File: src/rtl/spi_port_pkg.sv
// Shared constants and state types for the Zorro-space SPI window:
// register map, CTRL/STATUS bit positions, FSM encodings and reset values.
package spi_port_pkg;

    localparam logic REG_DATA = 1'b0;
    localparam logic REG_CTRL = 1'b1;

    localparam int CTRL_CS_BIT     = 0;
    localparam int CTRL_DIV_LSB    = 1;
    localparam int STATUS_BUSY_BIT = 7;

    localparam logic [7:0] RX_RESET = 8'hFF;
    localparam logic [7:0] TX_RESET = 8'hFF;

    typedef enum logic [1:0] {
        B_IDLE,
        B_WAIT,
        B_ACK
    } bus_state_t;

    typedef enum logic [2:0] {
        S_IDLE,
        S_LOAD,
        S_LO,
        S_HI,
        S_DONE
    } shift_state_t;

    // S_DONE already counts as idle so a coinciding access is not stalled.
    function automatic logic engine_busy(shift_state_t s);
        return s inside {S_LOAD, S_LO, S_HI};
    endfunction

endpackage

File: src/rtl/spi_shift_engine.sv
// Mode-0, MSB-first byte shifter. The state output doubles as the busy source
// for the bus side and as a visible handle on the shift FSM.
module spi_shift_engine
    import spi_port_pkg::*;
#(
    parameter int DIV_WIDTH = 3
) (
    input  logic                 MB_CLK,
    input  logic                 RESET,
    input  logic                 start,
    input  logic [7:0]           tx_byte,
    input  logic [DIV_WIDTH-1:0] div,
    input  logic                 miso,
    output shift_state_t         state,
    output logic                 sck,
    output logic                 mosi,
    output logic [7:0]           rx_byte
);

    shift_state_t         state_q, state_next;
    logic [DIV_WIDTH-1:0] phase_cnt;
    logic [2:0]           bit_cnt;
    logic [7:0]           tx_sr, rx_sr;
    logic                 enter_lo, enter_hi, hi_to_lo, hi_to_done;

    always_ff @(posedge MB_CLK or negedge RESET) begin
        if (!RESET) state_q <= S_IDLE;
        else        state_q <= state_next;
    end

    always_comb begin
        state_next = state_q;
        case (state_q)
            S_IDLE: if (start) state_next = S_LOAD;
            S_LOAD: state_next = S_LO;
            S_LO:   if (phase_cnt == '0) state_next = S_HI;
            S_HI:   if (phase_cnt == '0) state_next = (bit_cnt == 3'd7) ? S_DONE : S_LO;
            S_DONE: state_next = S_IDLE;
            default: state_next = S_IDLE;
        endcase
    end

    always_comb begin
        state = state_q;
        sck   = (state_q == S_HI);
        mosi  = tx_sr[7];
    end

    assign enter_lo   = (state_next == S_LO) && (state_q != S_LO);
    assign enter_hi   = (state_next == S_HI) && (state_q != S_HI);
    assign hi_to_lo   = (state_q == S_HI) && (state_next == S_LO);
    assign hi_to_done = (state_q == S_HI) && (state_next == S_DONE);

    // Each phase starts at div and ends at zero, giving div+1 cycles.
    always_ff @(posedge MB_CLK or negedge RESET) begin
        if (!RESET) begin
            phase_cnt <= '0;
            bit_cnt   <= '0;
        end else begin
            if (enter_lo || enter_hi)  phase_cnt <= div;
            else if (phase_cnt != '0)  phase_cnt <= phase_cnt - 1'b1;
            if (hi_to_lo || hi_to_done) bit_cnt <= bit_cnt + 1'b1;
        end
    end

    always_ff @(posedge MB_CLK or negedge RESET) begin
        if (!RESET) begin
            tx_sr   <= TX_RESET;
            rx_sr   <= '0;
            rx_byte <= RX_RESET;
        end else begin
            if (state_q == S_IDLE && start) tx_sr <= tx_byte;
            else if (hi_to_lo)              tx_sr <= {tx_sr[6:0], 1'b1};
            if (enter_hi)   rx_sr   <= {rx_sr[6:0], miso};
            if (hi_to_done) rx_byte <= rx_sr;
        end
    end

endmodule

File: src/rtl/spi_port_ctrl.sv
// SPI window register block: strobe synchroniser, bus handshake FSM,
// CTRL register and read mux in front of the shift engine.
module spi_port_ctrl
    import spi_port_pkg::*;
#(
    parameter int DIV_WIDTH   = 3,
    parameter int SYNC_STAGES = 2
) (
    input  logic       RESET,
    input  logic       MB_CLK,
    input  logic       SPI_SEL,
    input  logic       RW,
    input  logic       DS,
    input  logic       REG_ADDR,
    input  logic [7:0] DATA_IN,
    output logic [7:0] DATA_OUT,
    output logic       DATA_OE,
    output logic       SPI_DTACK,
    output logic       SPI_CS,
    output logic       SPI_SCK,
    output logic       SPI_MOSI,
    input  logic       SPI_MISO
);

    logic [SYNC_STAGES-1:0] sel_sync_q;
    logic                   sel_sync, access, busy, acked, do_op, ack_seen_q, start;
    logic [DIV_WIDTH:0]     ctrl_q;
    logic [7:0]             rx_byte, status;
    logic                   unused_data_bits;
    bus_state_t             bus_q, bus_next;
    shift_state_t           shift_state;

    always_ff @(posedge MB_CLK or negedge RESET) begin
        if (!RESET) sel_sync_q <= '0;
        else        sel_sync_q <= {sel_sync_q[SYNC_STAGES-2:0], SPI_SEL};
    end

    assign sel_sync = sel_sync_q[SYNC_STAGES-1];
    assign access   = sel_sync & ~DS;
    assign busy     = engine_busy(shift_state);

    always_ff @(posedge MB_CLK or negedge RESET) begin
        if (!RESET) begin
            bus_q      <= B_IDLE;
            ack_seen_q <= 1'b0;
        end else begin
            bus_q      <= bus_next;
            ack_seen_q <= (bus_q == B_ACK);
        end
    end

    // Only STATUS reads bypass the busy stall.
    always_comb begin
        bus_next = bus_q;
        case (bus_q)
            B_IDLE: if (access) bus_next = (busy && !(REG_ADDR == REG_CTRL && RW)) ? B_WAIT : B_ACK;
            B_WAIT: if (!access) bus_next = B_IDLE;
                    else if (!busy) bus_next = B_ACK;
            B_ACK:  if (!sel_sync) bus_next = B_IDLE;
            default: bus_next = B_IDLE;
        endcase
    end

    // Acknowledge drops with the synchronised strobe, a cycle before B_IDLE.
    always_comb begin
        acked     = (bus_q == B_ACK) && sel_sync;
        do_op     = (bus_q == B_ACK) && !ack_seen_q;
        SPI_DTACK = ~acked;
        DATA_OE   = acked & RW;
        start     = do_op && (REG_ADDR == REG_DATA) && !RW;
    end

    always_ff @(posedge MB_CLK or negedge RESET) begin
        if (!RESET)                                        ctrl_q <= '1;
        else if (do_op && (REG_ADDR == REG_CTRL) && !RW)   ctrl_q <= DATA_IN[DIV_WIDTH:0];
    end

    assign unused_data_bits = ^DATA_IN[7:DIV_WIDTH+1];
    assign SPI_CS = ctrl_q[CTRL_CS_BIT];

    always_comb begin
        status                  = '0;
        status[DIV_WIDTH:0]     = ctrl_q;
        status[STATUS_BUSY_BIT] = busy;
        DATA_OUT                = '0;
        if (DATA_OE) DATA_OUT = (REG_ADDR == REG_CTRL) ? status : rx_byte;
    end

    spi_shift_engine #(
        .DIV_WIDTH(DIV_WIDTH)
    ) u_engine (
        .MB_CLK (MB_CLK),
        .RESET  (RESET),
        .start  (start),
        .tx_byte(DATA_IN),
        .div    (ctrl_q[DIV_WIDTH:CTRL_DIV_LSB]),
        .miso   (SPI_MISO),
        .state  (shift_state),
        .sck    (SPI_SCK),
        .mosi   (SPI_MOSI),
        .rx_byte(rx_byte)
    );

endmodule

File: config.mk
export PLATFORM = sky130hd
export DESIGN_NAME = spi_port_ctrl
export DESIGN_NICKNAME = d
export VERILOG_FILES = /design/src/rtl/spi_port_pkg.sv /design/src/rtl/spi_shift_engine.sv /design/src/rtl/spi_port_ctrl.sv
export SDC_FILE = /design/constraint.sdc
export NUM_CORES = 1
export LEC_CHECK = 0
export ABC_AREA = 1
export BUFFER_PORTS_ARGS = -buffer_cell sky130_fd_sc_hd__buf_2
export CAP_MARGIN = 20
export CORE_MARGIN = 2
export CORE_UTILIZATION = 44
export CTS_BUF_LIST = sky130_fd_sc_hd__clkbuf_8
export CTS_CLUSTER_DIAMETER = 40
export CTS_CLUSTER_SIZE = 24
export DETAILED_ROUTE_END_ITERATION = 8
export GPL_TIMING_DRIVEN = 0
export PLACE_DENSITY = 0.63
export SYNTH_ARGS = -nofsm -noshare
export SYNTH_HDL_FRONTEND = slang
export SYNTH_SLANG_ARGS = --single-unit
File: constraint.sdc
create_clock -name MB_CLK -period 3 [get_ports MB_CLK]
set_input_delay 0.45 -clock MB_CLK [delete_from_list [all_inputs] [get_ports MB_CLK]]
set_output_delay 0.45 -clock MB_CLK [all_outputs]
set_load 0.1 [all_outputs]
==> run_results.csv <==
group,metric,value,unit
global_route,grt_pass1_wl,7170,um
cts,post_cts_buffers,0,
routing,drtAntennaViolNets,0,
cts,clkSinkCount,42,
setup_path,r2r_slack,1.25,ns
setup_path,path_class,"reg -> out",
sta,fin_skew,0.00362,ns
global_route,grt_max_degree,43,
global_route,gr-total-overflow,0,
layout,n_antenna_cell,0,
placed_design,hpwl,2950,um
routing,vias,1605,
synth,syn_area_per_cell,8.50,um^2
hold_path,hold_depth,1,
global_route,grt_use_total,0.175,
layout,final_cell_mix,"nand2_1 (75), inv_1 (32), buf_2 (27)",
sta,setup_slack,0.393,ns
setup_path,r2r-start,"u_engine.phase_cnt[0]",
die,start_util,0.465,
synth,synthDistinctLibCells,30,
power,powerDensity,887,nW/um^2
die,coreArea,4440,um^2
placed_design,port_buffers,26,
setup_path,cp-end-kind,"output port",
cts,htreeDepth,2,
sta,setup_viol,0,
setup_path,worstPathMaxFanout,7,
cts,clk_latency,0.28,ns
power,p_total,0.00216,W
sta,worstMarginPinSlew,0.929,ns
synth,ys_ff_latch,42,
layout,final_common_cell,"nand2_1",
layout,stdcell_count,329,
die,dieArea,5260,um^2
cts,cts_hold_buf,0,
layout,syn2layout_area_growth,18.0,%
setup_path,startpoint,"bus_q[0]",
global_route,grt_pass1_vias,1567,
setup_path,r2r-end,"u_engine.bit_cnt[1]",
routing,viasPerCell,4.88,
setup_path,worst-path-stages,6,
sta,rsz0062_at_grt,"no",
power,leakagePower,1.17,nW
setup_path,crit_buf_inv,3,
run_status,status,"completed",
layout,final_area,2440,um^2
routing,drc,0,
setup_path,crit_path_end,"DATA_OUT[0]",
power,peakVddDrop,0.485,mV
routing,drt_pass1_iterations,4,
routing,wl_per_cell,12.2,um
die,core.rowCount,24,
global_route,grt_antenna_before_repair,0,
setup_path,ff2ff_path_depth,12,
cts,post_cts_resized,0,
sta,slew_viol_final,0,
setup_path,slowest_stage,"dfrtp_1",
routing,drt-total-wl,4010,um
setup_path,cpPeakStageDelay,0.46,ns
sta,fin_crit_sh,0.869,
setup_path,start_kind,"flop",
placed_design,pre_cts_slack,0.688,ns
synth,ys_seq_area_frac,0.521,
sta,max_freq,384,MHz
sta,worst_slew_margin_rel,0.381,
synth,synth_nets,262,
synth,synth_warnings,0,
die,die_x,72.5,um
setup_path,crit_family,"buffers and inverters",
sta,period_needed,2.61,ns
cts,cts_tree,"yes",
run,maxCapViolations,0,
layout,final_layout_size_suffix_gt1_frac,0.300,
setup_path,crit_top_cell,"inv_1",
cts,clk_path_buf_depth,2,
placed_design,placed_area,2350,um^2
placed_design,gp_congestion,0.731,
synth,syn_inst,243,
hold_path,hold_path_class,"in -> reg",
cts,clkTransAtPathRegs,0.08,ns
cts,clockRootBuffer,"clkbuf_8",
setup_path,crit_path_cell_trace,"nor3_1 -> inv_1 -> nor2_4 -> inv_1 -> a21oi_4 -> buf_2",
cts,cts_buffers,5,
setup_path,worstPathArrival,2.16,ns
layout,fillers,441,
setup_path,worst_ep_required_time,2.55,ns
die,io_pins,28,
routing,drtIter0Drc,73,
sta,final-hold-violation-count,0,
placed_design,place_inst,321,
layout,finalNetCount,295,
die,die_h,72.5,um
synth,syn_area,2070,um^2
report_power, final:
group          switching, W  internal [W]
sequential         0.000100      0.000802
clock              0.000183      0.000182
combinational      0.000619      0.000276
Yosys cell counts (all sizes together):
| cell | instances | area share |
|---|---|---|
| buf | 4 | 0.017 |
| dfstp | 20 | 0.25 |
| inv | 33 | 0.060 |
| nand2 | 77 | 0.14 |
| ha | 4 | 0.024 |
| nand3 | 16 | 0.050 |
| dfrtp | 22 | 0.27 |
| nor3 | 1 | 0.0024 |
| xor2 | 1 | 0.0042 |
| mux2 | 1 | 0.0055 |
| nor2 | 18 | 0.048 |
| o21ai | 30 | 0.076 |
| a21o | 1 | 0.0036 |
| o21bai | 1 | 0.0036 |
| clkbuf | 2 | 0.0036 |
| clkinv | 1 | 0.0024 |
| a21oi | 7 | 0.022 |
| nand4 | 3 | 0.0091 |
| o2111ai | 1 | 0.0042 |
sequential cells by signal (all words and copies together), names as in the netlist:
name and cells:
u_engine.state 3, u_engine.bit_cnt 3, u_engine.rx_byte 8, u_engine.phase_cnt 3, u_engine.rx_sr 8, ack_seen_q 1
sel_sync_q 2, ctrl_q 4, bus_q 2, u_engine.tx_sr 8
kinds of logic (layout without fill, tap and decap cells):
family	after synthesis	count (layout)	synth area share
muxes	1	1	0.00545
buffers and inverters	40	74	0.0830
xor gates and xnor gates	1	1	0.00424
AOI/OAI and AO/OA	40	40	0.110
and+or+nand+nor	115	115	0.252
adders and majority gates	4	4	0.0242
DFF	42	42	0.521
metrics by stage:
stage / utilization / setup TNS [ns] / hold slack [ns]
after floorplan: - / -2.07 / 0.154
after global placement: 0.528 / 0 / 0.335
after detailed placement: 0.528 / 0 / 0.342
after CTS: 0.549 / 0 / 0.266
after global routing: 0.549 / 0 / 0.257
final: 0.549 / 0 / 0.276
worst reg2reg max path: cells and delay by family, from the launching register on:
family                     cells  cell delay, ns
adders and majority gates      1            0.19
buffers and inverters          3            0.32
DFF                            1            0.36
and+or+nand+nor                8            0.78
how the worst min path moves through the flow:
stage,start,end,slack (ns)
final,SPI_SEL,sel_sync_q[0],0.28
after CTS,SPI_SEL,sel_sync_q[0],0.27
after floorplan,RESET,ack_seen_q,0.15
after detailed placement,sel_sync_q[0],sel_sync_q[1],0.34
after global routing,SPI_SEL,sel_sync_q[0],0.26
after global placement,sel_sync_q[0],sel_sync_q[1],0.34
final cells by class:
cell class | instances | area (um^2) | area share
Sequential cell | 42 | 1080 | 0.441
Multi-Input combinational cell | 161 | 905 | 0.371
Timing Repair Buffer | 26 | 130 | 0.0534
Inverter | 34 | 129 | 0.0528
Clock buffer | 6 | 82.6 | 0.0339
Tap cell | 52 | 65.1 | 0.0267
Buffer | 6 | 42.5 | 0.0174
Clock inverter | 2 | 8.76 | 0.00359
layer usage:
metal,part of all wire,GRT usage,up-vias,wire [um]
li1,-,-,836,-
met1,0.48,0.238,752,1940
met2,0.48,0.287,15,1940
met3,0.029,0.0431,2,115
met4,0.0037,0.0370,0,15
met5,0,0,-,0
Note: power is estimated with default switching activity, not from simulation.
